<file path="config.mk">
export PLATFORM = sky130hd
export DESIGN_NAME = ibex_mem_arbiter
export DESIGN_NICKNAME = d
export VERILOG_FILES = /design/src/rtl/ibex_pkg.sv /design/src/rtl/ibex_mem_arbiter_id_fifo.sv /design/src/rtl/ibex_mem_arbiter.sv
export SDC_FILE = /design/constraint.sdc
export NUM_CORES = 1
export LEC_CHECK = 0
export CORE_AREA = 4 4 107 109
export DETAILED_ROUTE_END_ITERATION = 10
export DIE_AREA = 0 0 111 113
export MAX_ROUTING_LAYER = met4
export PLACE_DENSITY_LB_ADDON = 0.2
export SETUP_SLACK_MARGIN = 0.3
export SLEW_MARGIN = 25
export SYNTH_ARGS = -nofsm -noshare
export SYNTH_HDL_FRONTEND = slang
export SYNTH_HIERARCHICAL = 1
export SYNTH_SLANG_ARGS = --single-unit
</file>
<file path="constraint.sdc">
create_clock -name clk_i -period 2.8 [get_ports clk_i]
set_input_delay 0.7 -clock clk_i [delete_from_list [all_inputs] [get_ports clk_i]]
set_output_delay 0.7 -clock clk_i [all_outputs]
set_load 0.01 [all_outputs]
</file>
<file path="src/rtl/ibex_pkg.sv">
// ibex_pkg: shared types for the Ibex memory arbiter.
package ibex_pkg;
    typedef enum logic {ArbInstr = 1'b0, ArbData = 1'b1} mem_arb_id_e;
endpackage

</file>
<file path="src/rtl/ibex_mem_arbiter_id_fifo.sv">
// ibex_mem_arbiter_id_fifo: in-order FIFO of requester IDs for granted-but-unanswered transactions.
module ibex_mem_arbiter_id_fifo
    import ibex_pkg::*;
#(
    parameter int unsigned Depth = 2
) (
    input  logic        clk_i,
    input  logic        rst_i,
    input  logic        push_i,
    input  logic        pop_i,
    input  mem_arb_id_e id_i,
    output logic        full_o,
    output logic        empty_o,
    output mem_arb_id_e head_o
);
    localparam int unsigned PW = Depth > 1 ? $clog2(Depth) : 1;
    localparam int unsigned CW = $clog2(Depth + 1);

    logic [PW-1:0] wr_q, wr_d, rd_q, rd_d;
    logic [CW-1:0] cnt_q, cnt_d;
    mem_arb_id_e   ids_q [Depth];

    function automatic logic [PW-1:0] inc(input logic [PW-1:0] p);
        return (p == PW'(Depth - 1)) ? '0 : p + 1'b1;
    endfunction

    always_comb begin
        wr_d    = push_i ? inc(wr_q) : wr_q;
        rd_d    = pop_i ? inc(rd_q) : rd_q;
        cnt_d   = cnt_q + CW'(push_i) - CW'(pop_i);
        full_o  = cnt_q == CW'(Depth);
        empty_o = cnt_q == '0;
        head_o  = ids_q[rd_q];
    end

    always_ff @(posedge clk_i or posedge rst_i) begin
        if (rst_i) begin
            wr_q  <= '0;
            rd_q  <= '0;
            cnt_q <= '0;
        end else begin
            wr_q  <= wr_d;
            rd_q  <= rd_d;
            cnt_q <= cnt_d;
        end
    end

    always_ff @(posedge clk_i) begin
        if (push_i) ids_q[wr_q] <= id_i;
    end
endmodule

</file>
<file path="src/rtl/ibex_mem_arbiter.sv">
// ibex_mem_arbiter: shares one memory port between the instr and data ports.
// Define IBEX_MEM_ARB_RR_EN for round-robin conflict resolution; default is data-over-instr priority.
module ibex_mem_arbiter
    import ibex_pkg::*;
#(
    parameter int unsigned MaxOutstanding = 2
) (
    input  logic        clk_i,
    input  logic        rst_i,
    input  logic        instr_req_i,
    output logic        instr_gnt_o,
    output logic        instr_rvalid_o,
    input  logic [31:0] instr_addr_i,
    output logic [31:0] instr_rdata_o,
    output logic        instr_err_o,
    input  logic        data_req_i,
    output logic        data_gnt_o,
    output logic        data_rvalid_o,
    input  logic        data_we_i,
    input  logic [3:0]  data_be_i,
    input  logic [31:0] data_addr_i,
    input  logic [31:0] data_wdata_i,
    output logic [31:0] data_rdata_o,
    output logic        data_err_o,
    output logic        mem_req_o,
    input  logic        mem_gnt_i,
    input  logic        mem_rvalid_i,
    output logic        mem_we_o,
    output logic [3:0]  mem_be_o,
    output logic [31:0] mem_addr_o,
    output logic [31:0] mem_wdata_o,
    input  logic [31:0] mem_rdata_i,
    input  logic        mem_err_i,
    output logic        spurious_rvalid_o
);
    logic        full, empty, push, pop, lock_q, lock_d;
    mem_arb_id_e head, sel, win, lock_sel_q;

`ifdef IBEX_MEM_ARB_RR_EN
    mem_arb_id_e last_q;
    assign win = (last_q == ArbData) ? ArbInstr : ArbData;
    always_ff @(posedge clk_i or posedge rst_i) begin
        if (rst_i) last_q <= ArbInstr;
        else if (push) last_q <= sel;
    end
`else
    assign win = ArbData;
`endif

    always_comb begin
        mem_req_o         = (instr_req_i | data_req_i) & ~full;
        sel               = lock_q ? lock_sel_q : (instr_req_i & data_req_i) ? win :
                            data_req_i ? ArbData : ArbInstr;
        push              = mem_req_o & mem_gnt_i & ~rst_i;
        pop               = mem_rvalid_i & ~empty & ~rst_i;
        lock_d            = mem_req_o & ~mem_gnt_i;
        mem_we_o          = (sel == ArbData) ? data_we_i : 1'b0;
        mem_be_o          = (sel == ArbData) ? data_be_i : 4'hF;
        mem_addr_o        = (sel == ArbData) ? data_addr_i : instr_addr_i;
        mem_wdata_o       = (sel == ArbData) ? data_wdata_i : 32'h0;
        instr_gnt_o       = push & (sel == ArbInstr);
        data_gnt_o        = push & (sel == ArbData);
        instr_rvalid_o    = pop & (head == ArbInstr);
        data_rvalid_o     = pop & (head == ArbData);
        instr_err_o       = instr_rvalid_o & mem_err_i;
        data_err_o        = data_rvalid_o & mem_err_i;
        instr_rdata_o     = mem_rdata_i;
        data_rdata_o      = mem_rdata_i;
        spurious_rvalid_o = mem_rvalid_i & empty & ~rst_i;
    end

    always_ff @(posedge clk_i or posedge rst_i) begin
        if (rst_i) begin
            lock_q     <= 1'b0;
            lock_sel_q <= ArbInstr;
        end else begin
            lock_q     <= lock_d;
            lock_sel_q <= sel;
        end
    end

    ibex_mem_arbiter_id_fifo #(.Depth(MaxOutstanding)) u_id_fifo (
        .clk_i   (clk_i),
        .rst_i   (rst_i),
        .push_i  (push),
        .pop_i   (pop),
        .id_i    (sel),
        .full_o  (full),
        .empty_o (empty),
        .head_o  (head)
    );
endmodule

</file>
==> impl_results.md, run 1 <==
* Die ar. at 12,540 um^2
* Worst Tran Pin Value at 0.2704 ns
* Fin. max-slew vios at 0
* Drt drc at 0
* RSZ-0062 raised after global routing: yes
* Status: completed
* CP startpoint: data_req_i
* Met2 wire len at 3.353 mm
* Synth top area share at a little under a third
* Nets at 465
* Final Cycle Share at 92.52%
* Most frequently used flop master after synthesis: dfrtp_1
* Vias/cell at between 3 and 4
* Slew Limit Headroom at 81.59%
* PD cells at 440.2 nW/um^2
* Final wirelength at approximately 7 mm
* Row count at 38
* TritonRoute pass-1 iters at 3
* Hold Crit Class: flop to flop
* Max clock buf depth at 2
* Global-route wire length before repair at 9.880 mm
* DRT antenna net count at 0
* Vias at 1,668
* Leakage at 1.637 nW
* Final hold vios at 0
* Fillers at between 1,000 and 1,500
* Area of the multi-input gates at 929.6 um^2
* I/O pin count at 281
* Syn nets at between 300 and 400
* Setup CP Type: input pin to output pin
* GPL Wtd Cong at ~0.74
* Clk_skew at 0.002929 ns
* DR WL/cell at ~15 um
* Die width at 111 um
* Worst EP required at between 2 and 2.5 ns
* VDD IR-drop max at 0.1469 mV
* Met3 WL post-DR at 597 um
* Crit path arrival time at roughly 1.9 ns
* Share of cells above drive strength 1 at 45.96%
* R2R Path Start: u_id_fifo/cnt_q[1]
* Synth warn at 6
* Final Critical Period at about 2.6 ns
* Placed Cells at 445
* Wl on met1 at between 2 and 3 mm
* CTS tree: done
* Antenna cells at 0
* Final Util at 32.37%
* Post-synthesis cell count at 177
* Seq/Total Area, Yosys at 13.40%
* Capture point of the worst reg-to-reg path: u_id_fifo/cnt_q[1]
* Gr ovfl total at 0
* H-tree depth at 1
* Chip height at 113 um
* Crit end category: output pin
* Maxcap violations at 0
* Seq cells post-synth at 8
* Synth area leaders: buf_4 31%, mux2_2 23%, and2_1 14%
* Reg2Reg Depth at 9
* Mapped Area at 1569 um^2
* Cell variety after synth at 25
* CTS root buf: clkbuf_8
* Setup slack, reg-to-reg at 0.97 ns
* CTS Sinks at 8
* Post-synthesis average cell area at 8.864 um^2
* Starting density of the core at 14.80%
* Post-synth EDFFs at 2
* GR Util All Layers at 10.24%
* Critical path startpoint category: input pin
* Initial antenna violation count at 0
* Number of global-route vias before repair at around 1,800
* Reg clk slew, reported paths at 0.04 ns
* Core box area at 10,600 um^2
* Fin Setup TNS at 0 ns
* Worst skew pair latency at 0.22 ns
* Layout Cells excl Fill at between 400 and 500
* Setup crit end: mem_addr_o[5]
* Max Freq at 386.0 MHz
* Asr flop ratio synth at 75.00%
* Port bufs at about 180
* Layout area overhead at 118.7%
* Setup violations, final at 0
* Largest net degree at the start of global routing at 15
* Initial drt markers at 11
* CTS buffer count at 3
* Top sig layer: met4
* Register area at 210.2 um^2
* Post-DP HPWL at 5.383 mm
* Crit-path max FO at 8
* Largest area contributor in the netlist: buf_4
## Yosys cell counts, types with 2 or more instances
library cell,count
nand2b_1,4
ha_1,2
mux2_2,32
dfrtp_1,6
xor2_1,2
buf_4,65
and3_1,2
buf_6,4
inv_1,6
nor2_1,2
nor2b_1,3
and2_1,35
edfxtp_1,2
## power breakdown
part	internal, mW	switching, mW	total, mW
Clock	0.0985	0.0438	0.142
Combinational	0.746	0.432	1.18
Sequential	0.163	0.0276	0.191
Total	1.01	0.503	1.51
## placed cells by master (no fill, tap or decap), types with 4 or more instances in the layout
master and n:
and2_1 32, buf_2 35, buf_4 12, buf_6 45, clkbuf_2 4, clkdlybuf4s50_1 104
dfrtp_1 6, inv_1 5, mux2_4 32, nand2b_1 4
## flip-flops by register name, summed over array words and instances, names as in the netlist
name             count
u_id_fifo/cnt_q      2
lock_q               1
lock_sel_q           1
u_id_fifo/ids_q      2
u_id_fifo/wr_q       1
u_id_fifo/rd_q       1
## per-layer routing
layer,track usage (%),vias up
met5,-,-
met4,4.187,0
met3,3.155,23
met2,16.75,112
met1,11.72,737
li1,-,796
## per-stage QoR
| step | hold slack, ns | worst slack [ns] | cell area (um^2) | power (mW) |
|---|---|---|---|---|
| after floorplan | 0.4463 | 0.5669 | 1569 | 0.7146 |
| after global placement | 0.4663 | -0.3939 | 3169 | 1.197 |
| after detailed placement | 0.4708 | -0.4288 | 3169 | 1.197 |
| after CTS | 0.4788 | 0.1977 | 3373 | 1.492 |
| after global routing | 0.4982 | 0.1594 | 3432 | 1.623 |
| final | 0.4745 | 0.2093 | 3432 | 1.511 |
## cells by family after synthesis
family                     count (synthesis)  share of synthesized area (%)
adders and majority gates                  2                          1.595
xor gates and xnor gates                   3                          2.632
AOI/OAI and AO/OA                          1                         0.4786
muxes                                     34                          25.12
DFF                                        8                          13.40
buffers and inverters                     78                          36.20
and+or+nand+nor                           51                          20.57
## layout make-up
class	count	share of cell area, %
repair buffers	212	59.46
multi-input cells	91	27.09
clock buffers	4	1.312
flip-flops and latches	8	6.125
inverters	7	0.9114
well taps	140	5.104
## worst max-delay path, cell delays in order
cell and delay, ns:
buf_8 0.10, mux2i_4 0.24, buf_6 0.14, buf_6 0.12, buf_16 0.15, mux2_4 0.31
buf_6 0.12
## worst min-delay path by stage
stage	depth (start not counted)	slack [ns]	to	start
3_5_place_dp	1	0.47	u_id_fifo/rd_q	u_id_fifo/rd_q
5_1_grt	1	0.50	u_id_fifo/wr_q	u_id_fifo/wr_q
3_3_place_gp	1	0.47	u_id_fifo/rd_q	u_id_fifo/rd_q
6_report	1	0.47	u_id_fifo/rd_q	u_id_fifo/rd_q
4_1_cts	1	0.48	u_id_fifo/rd_q	u_id_fifo/rd_q
2_1_floorplan	1	0.45	lock_q	rst_i
## repair_timing
| action | 4_1_cts | 5_1_grt |
|---|---|---|
| gates resized for setup | 383 | 22 |
| gates cloned | 3 | 2 |
| hold buffers | 0 | 0 |
| setup buffers | 8 | 0 |
| pin swaps | 0 | 1 |
| setup endpoints to repair | 77 | 64 |
No activity file was read; power rests on OpenSTA's default activity.
==> run 2, diff against run 1 <==
--- a/config.mk
+++ b/config.mk
@@ -5,9 +5,11 @@
 export SDC_FILE = /design/constraint.sdc
 export NUM_CORES = 1
 export LEC_CHECK = 0
+export CAP_MARGIN = 30
 export CORE_AREA = 4 4 107 109
 export DETAILED_ROUTE_END_ITERATION = 10
 export DIE_AREA = 0 0 111 113
+export GPL_ROUTABILITY_DRIVEN = 1
 export MAX_ROUTING_LAYER = met4
 export PLACE_DENSITY_LB_ADDON = 0.2
 export SETUP_SLACK_MARGIN = 0.3
==> results of run 2 <==
No change in the layout: final DEF, timing and power equal those of run 1.
